## src/rtl/dram_bus_arbiter_pkg.sv

```systemverilog
// Shared constants and types for the DRAM bus arbiter.
// Width macros normally come from config.sv; the defaults below are used only when it is absent.
`ifndef DRAM_ADDRESS_SIZE
`define DRAM_ADDRESS_SIZE 32
`endif
`ifndef DRAM_WORD_SIZE
`define DRAM_WORD_SIZE 32
`endif
`ifndef DRAM_BLOCK_SIZE
`define DRAM_BLOCK_SIZE 4
`endif

package dram_bus_arbiter_pkg;

    localparam int ADDR_W      = `DRAM_ADDRESS_SIZE;
    localparam int WORD_W      = `DRAM_WORD_SIZE;
    localparam int BLOCK_WORDS = `DRAM_BLOCK_SIZE;

    typedef enum logic [1:0] {
        IDLE = 2'd0,
        BUSY = 2'd1,
        ACK  = 2'd2
    } arb_state_t;

    typedef enum logic {
        READ  = 1'b0,
        WRITE = 1'b1
    } mem_op_t;

endpackage

```

## src/rtl/dram_bus_arbiter.sv

```systemverilog
// Round-robin arbiter sharing the dram_interface block bus between icache (0) and dcache (1).
// Each transaction walks IDLE -> BUSY -> ACK; a just-acked requester is masked for one IDLE cycle.
module dram_bus_arbiter
    import dram_bus_arbiter_pkg::*;
#(
    parameter int NUM_REQ = 2
) (
    input  logic                                           clock,
    input  logic                                           reset_n,
    input  logic [NUM_REQ-1:0][ADDR_W-1:0]                 req_address,
    input  logic [NUM_REQ-1:0][BLOCK_WORDS-1:0][WORD_W-1:0] req_data_to_mem,
    input  logic [NUM_REQ-1:0]                             req_read_enable,
    input  logic [NUM_REQ-1:0]                             req_write_enable,
    output logic [BLOCK_WORDS-1:0][WORD_W-1:0]             req_data_from_mem,
    output logic [NUM_REQ-1:0]                             req_acknowledge,
    output logic [ADDR_W-1:0]                              bus_address_to_mem,
    output logic [BLOCK_WORDS-1:0][WORD_W-1:0]             bus_data_to_mem,
    output logic                                           bus_read_enable,
    output logic                                           bus_write_enable,
    input  logic [BLOCK_WORDS-1:0][WORD_W-1:0]             bus_data_from_mem,
    input  logic                                           acknowledge_from_mem,
    output logic                                           grant_valid,
    output logic                                           grant_id
);

    arb_state_t          state_reg;
    arb_state_t          state_next;
    mem_op_t             op_reg;
    logic [ADDR_W-1:0]   addr_reg;
    logic                grant_id_reg;
    logic                last_grant_reg;
    logic                ignore_valid_reg;
    logic [NUM_REQ-1:0]  ignore_mask;
    logic [NUM_REQ-1:0]  pending;
    logic                winner;

    // Two-way round-robin: the requester after the last grant gets first refusal.
    function automatic logic rr_pick(input logic [1:0] req, input logic last);
        logic first;
        first = ~last;
        return req[first] ? first : last;
    endfunction

    assign ignore_mask = ignore_valid_reg ? (NUM_REQ'(1) << last_grant_reg) : '0;
    assign pending     = (req_read_enable | req_write_enable) & ~ignore_mask;
    assign winner      = rr_pick(pending, last_grant_reg);

    always_ff @(posedge clock or negedge reset_n) begin
        if (!reset_n) begin
            state_reg <= IDLE;
        end else begin
            state_reg <= state_next;
        end
    end

    always_comb begin
        state_next = state_reg;
        case (state_reg)
            IDLE:    if (|pending)            state_next = BUSY;
            BUSY:    if (acknowledge_from_mem) state_next = ACK;
            ACK:                               state_next = IDLE;
            default:                           state_next = IDLE;
        endcase
    end

    // Grant bookkeeping; ignore_valid_reg is high only in the IDLE cycle that follows ACK.
    always_ff @(posedge clock or negedge reset_n) begin
        if (!reset_n) begin
            op_reg           <= READ;
            addr_reg         <= '0;
            grant_id_reg     <= 1'b0;
            last_grant_reg   <= 1'b1;
            ignore_valid_reg <= 1'b0;
        end else begin
            ignore_valid_reg <= (state_reg == ACK);
            if (state_reg == IDLE && (|pending)) begin
                grant_id_reg <= winner;
                addr_reg     <= req_address[winner];
                op_reg       <= req_write_enable[winner] ? WRITE : READ;
            end
            if (state_reg == ACK) begin
                last_grant_reg <= grant_id_reg;
            end
        end
    end

    always_comb begin
        bus_read_enable  = 1'b0;
        bus_write_enable = 1'b0;
        req_acknowledge  = '0;
        grant_valid      = 1'b0;
        case (state_reg)
            BUSY: begin
                bus_read_enable  = (op_reg == READ);
                bus_write_enable = (op_reg == WRITE);
                grant_valid      = 1'b1;
            end
            ACK: begin
                req_acknowledge = NUM_REQ'(1) << grant_id_reg;
            end
            default: ;
        endcase
    end

    assign grant_id           = grant_id_reg;
    assign bus_address_to_mem = addr_reg;
    assign bus_data_to_mem    = req_data_to_mem[grant_id_reg];
    assign req_data_from_mem  = bus_data_from_mem;

endmodule

```

## config.mk

```make
export PLATFORM = sky130hd
export DESIGN_NAME = dram_bus_arbiter
export DESIGN_NICKNAME = d
export VERILOG_FILES = /design/src/rtl/dram_bus_arbiter_pkg.sv /design/src/rtl/dram_bus_arbiter.sv
export SDC_FILE = /design/constraint.sdc
export NUM_CORES = 1
export LEC_CHECK = 0
export BUFFER_PORTS_ARGS = -buffer_cell sky130_fd_sc_hd__buf_2
export CAP_MARGIN = 40
export CORE_AREA = 5 5 284 286
export DETAILED_ROUTE_END_ITERATION = 8
export DIE_AREA = 0 0 289 291
export GPL_ROUTABILITY_DRIVEN = 0
export PLACE_DENSITY = 0.33
export REMOVE_ABC_BUFFERS = 1
export SYNTH_ARGS = -nofsm -noshare
export SYNTH_HDL_FRONTEND = slang
export SYNTH_SLANG_ARGS = --single-unit
```

## constraint.sdc

```tcl
create_clock -name clock -period 1.9 [get_ports clock]
set_input_delay 0.19 -clock clock [delete_from_list [all_inputs] [get_ports clock]]
set_output_delay 0.19 -clock clock [all_outputs]
set_load 0.03 [all_outputs]
```

======== Word level (Yosys, flattened, before mapping) ========
Index checks and enable logic that the tools add are counted.
Widths: inputs -> output; s select.
storage, ports and cells
  register bits after elaboration ......... 38
  input port bits ......................... 455
  output and inout port bits .............. 294
  word-level logic and storage cells ...... 42
operators by class
  order comparisons ....................... 3
  eq/ne operators ......................... 4
  shifts and indexed selects .............. 2
  muxes and demuxes ....................... 18
  bitwise operators ....................... 5
  reductions and logical operators ........ 4
operators by type and width
  operator             number
  $mux 128             2
  $mux 32              2
  $mux 1               9
  $mux 2               4
  $lt 1x2->1 const B   3
  $ne 2x2->1 const B   2
  $pmux 2 s2           1
  $shl 1x1->2 const A  2
  $and 2x2->2          1
  $eq 2x1->1 const B   1
  $eq 2x2->1 const B   1
  $logic_not 2->1      1
  $not 1->1            2
  $not 2->2            1
  $or 2x2->2           1
  $reduce_and 2->1     1
  $reduce_or 2->1      1
  $logic_and 1x1->1    1

======== Longest topological paths before layout ========
  depth after elaboration ................. 10
  depth in mapped cells ................... 6
  mapped depth without buffers ............ 4

======== Worst setup path before layout ========
No wires, ideal clock.
  kind .................................... register -> output
  start point ............................. register grant_id_reg, in the netlist grant_id
  end point ............................... output port bus_data_to_mem[100] in the netlist's numbering
  data arrival time ....................... 1.605 ns
  data required time ...................... 1.710 ns
  slack ................................... 0.105 ns
  cell stages (with the launch flop) ...... 5
  buffers on the path ..................... 3
  path through ............................ dfrtp_1 clkbuf_1 clkbuf_1 buf_2 mux2_2
RTL lines
  what                    line                    source
  start, declared         dram_bus_arbiter.sv:30  logic grant_id_reg;
  start signal, assigned  dram_bus_arbiter.sv:77  grant_id_reg <= winner;
  end, declared           dram_bus_arbiter.sv:17  output logic [BLOCK_WORDS-1:0][WORD_W-1:0] bus_data_to_mem,

==> impl_metrics.py <==
metrics = {
    "synthesis": {
        "yosysWarnings": 0,
        "synth-async-reset-ratio_pct": 100,
        "ys_ff_latch": 38,
        "synthCells": 404,
        "syn-cell-area_sq_um": 4530,
        "yosys_most_used_dff": "dfrtp_1",
        "yosys.cell_types.count": 25,
        "yosysMostFrequentCell": "mux2_2",
        "synth.yosys.seq_area_share_pct": 21.0,
        "synth-edff-count": 0,
        "synth.largest_area_cell": "mux2_2",
        "synthTopCellsByArea": "mux2_2 (36%), buf_4 (21%), dfrtp_1 (20%)",
        "synth_top_area_share_pct": 35.8,
        "syn_area_per_cell_sq_um": 11.2,
        "synth_common_cells": "mux2_2 (144), buf_4 (128), dfrtp_1 (37)",
    },
    "run": {
        "maxCapViolations": 0,
    },
    "critical_path": {
        "critPathSlowestCell": "dfrtp_4",
        "path_cells": "buf_12 > buf_4 > mux2_2 > buf_4",
        "worstSetupPathType": "reg2out",
        "cp-end-kind": "output port",
        "path_common_cell": "buf_4",
        "critPathLaunchType": "register",
        "critPathMaxFanout": 13,
        "worstPathRequired_ps": 1710,
        "slowest_delay_ps": 470,
        "critical-path-top-delay-family": "buffers and inverters",
        "cp_num_buf_inv": 3,
        "cp.arrival_ps": 1690,
    },
    "global_routing": {
        "track_usage_pct": 15.4,
        "grt-ovfl-total": 0,
        "antenna_found_initial": 90,
        "grt_max_degree": 39,
        "grt_pass1_wl_microns": 79800,
        "grt_pass1_vias": 5435,
    },
    "power_and_ir_drop": {
        "cellPowerDensity_nw_per_um2": 1510,
        "leakage_nw": 3.79,
        "ir_drop_v": 0.000521,
        "fin_total_pwr_mw": 12.3,
    },
    "floorplanning": {
        "die-area_sq_um": 84100,
        "die_y_microns": 291,
        "core_sq_um": 78100,
        "ios": 749,
        "row_count": 103,
        "initial_core_util_pct": 5.81,
        "die_x_microns": 289,
    },
    "finish": {
        "stdcell_count": 1857,
        "layout.nets": 1240,
        "stdcell_area_sq_um": 8160,
        "drive_above_1_share_pct": 92.1,
        "area_delta_synth_final_pct": 79.9,
        "largest_reg_flops": 32,
        "post-route-util_pct": 10.4,
    },
    "timing": {
        "finalCritPeriodShare_pct": 99.0,
        "period_needed_ps": 1880,
        "finalMaxSlewViolations": 0,
        "hold_viol_final": 0,
        "finClkSkew_ps": 7.95,
        "rsz0062_at_grt": "yes",
        "final-setup-viol-count": 0,
        "fin_ws_ps": 18.3,
        "worst_slew_pin_slew_ps": 455,
        "slew_headroom_pct": 69.6,
        "max_freq_mhz": 531,
    },
    "cts": {
        "clockBufferDepth": 2,
        "path_clk_slew_ps": 60,
        "worstSkewPairLatency_ps": 290,
        "cts_tree": "yes",
        "cts_root_buffer": "clkbuf_16",
        "cts.sinks": 38,
        "htreeDepth": 2,
        "cts_inserted_buffers": 5,
    },
    "drt": {
        "vias": 5308,
        "via_per_inst": 2.86,
        "drt-initial-drc-count": 244,
        "wire_per_inst_microns": 37.3,
        "drcViolationCount": 0,
        "drt-total-wl_microns": 69300,
        "ant_nets": 0,
        "firstDrtPassIters": 4,
    },
    "hold_path": {
        "hold_class": "in2reg",
    },
    "place": {
        "hpwlAfterDp_microns": 60800,
        "port_buffers": 492,
        "placed_area_sq_um": 7410,
        "dp_cells": 1817,
        "place_ws_ps": 45.9,
    },
    "status": {
        "status": "finished, final reports clean",
    },
}
[placed cells by master (no fill, tap or decap), drive strengths merged]
cell	synthesis	layout
mux2i	1	1
nand2b	2	2
nor2	2	2
o31a	1	1
dlygate4sd3	0	1
or3	1	1
dfrtp	37	37
clkbuf	2	8
o21bai	1	1
and2	4	4
dfstp	1	1
buf	148	520
inv	4	4
diode	0	21
bufinv	0	1
o21ai	1	1
nor2b	1	1
clkinvlp	0	2
mux2	194	194
a31oi	1	1
a311oi	1	1
a21oi	2	2
[layer usage]
| metal | track usage [%] | share of wire (%) |
|---|---|---|
| met1 | 17.6 | 41 |
| met2 | 18.1 | 34 |
| met3 | 18.5 | 23 |
| met4 | 1.02 | 1.1 |
| met5 | 7.38 | 1.6 |
[power breakdown]
part	total, mW	internal [mW]	switching (mW)
clock	1.01	0.620	0.388
sequential	1.51	1.25	0.261
combinational	9.78	4.22	5.56
[cell families after synthesis]
kind of cell,count (synthesis),share of synthesized area (%)
flops,38,21.0
simple gates,10,1.55
mux,195,50.7
buf+inv,154,25.3
compound gates,7,1.41
[final timing paths]
check	slack [ps]	cells after the start	to	start
worst max register to register	50	6	bus_address_to_mem[29]	last_grant_reg
min in group asynchronous	410	3	bus_address_to_mem[30]	reset_n
worst min register to register	510	1	bus_address_to_mem[29]	bus_address_to_mem[29]
worst max-delay path	20	4	bus_data_to_mem[96]	grant_id
max in group asynchronous	1230	3	last_grant_reg	reset_n
worst min-delay path	90	2	state_reg[0]	acknowledge_from_mem
[final cells by class]
| class | instances | area (sq um) |
|---|---|---|
| Inverter | 4 | 15.0 |
| Timing Repair Buffer | 524 | 3150 |
| Antenna cell | 21 | 52.6 |
| Clock buffer | 5 | 125 |
| Fill cell | 9195 | 69900 |
| Multi-Input combinational cell | 212 | 2500 |
| Clock inverter | 3 | 45.0 |
| Sequential cell | 38 | 956 |
| Tap cell | 1050 | 1310 |
[through the flow]
stage                     hold slack, ps  TNS (ps)
after floorplan                     -106   -293910
after global placement               188         0
after detailed placement             190         0
after CTS                           72.5      -369
after global routing                82.2     -2060
final                               87.2         0
[worst register-to-register path, delay by kind of cell (launching register included)]
family / cells / cell delay (ps)
AO/OA/AOI/OAI: 1 / 80
multiplexers: 2 / 570
flip-flops: 1 / 400
AND/OR/NAND/NOR: 1 / 340
buffers and inverters: 2 / 350
[timing repair]
| item | CTS | global route |
|---|---|---|
| buffers inserted | 3 | 2 |
| gates cloned | 2 | 4 |
| hold buffers | 1 | 0 |
| resized for setup | 79 | 30 |
| hold endpoints to repair | 37 | 0 |
| endpoints found under the setup margin | 105 | 118 |
(Power assumes the default switching activity.)
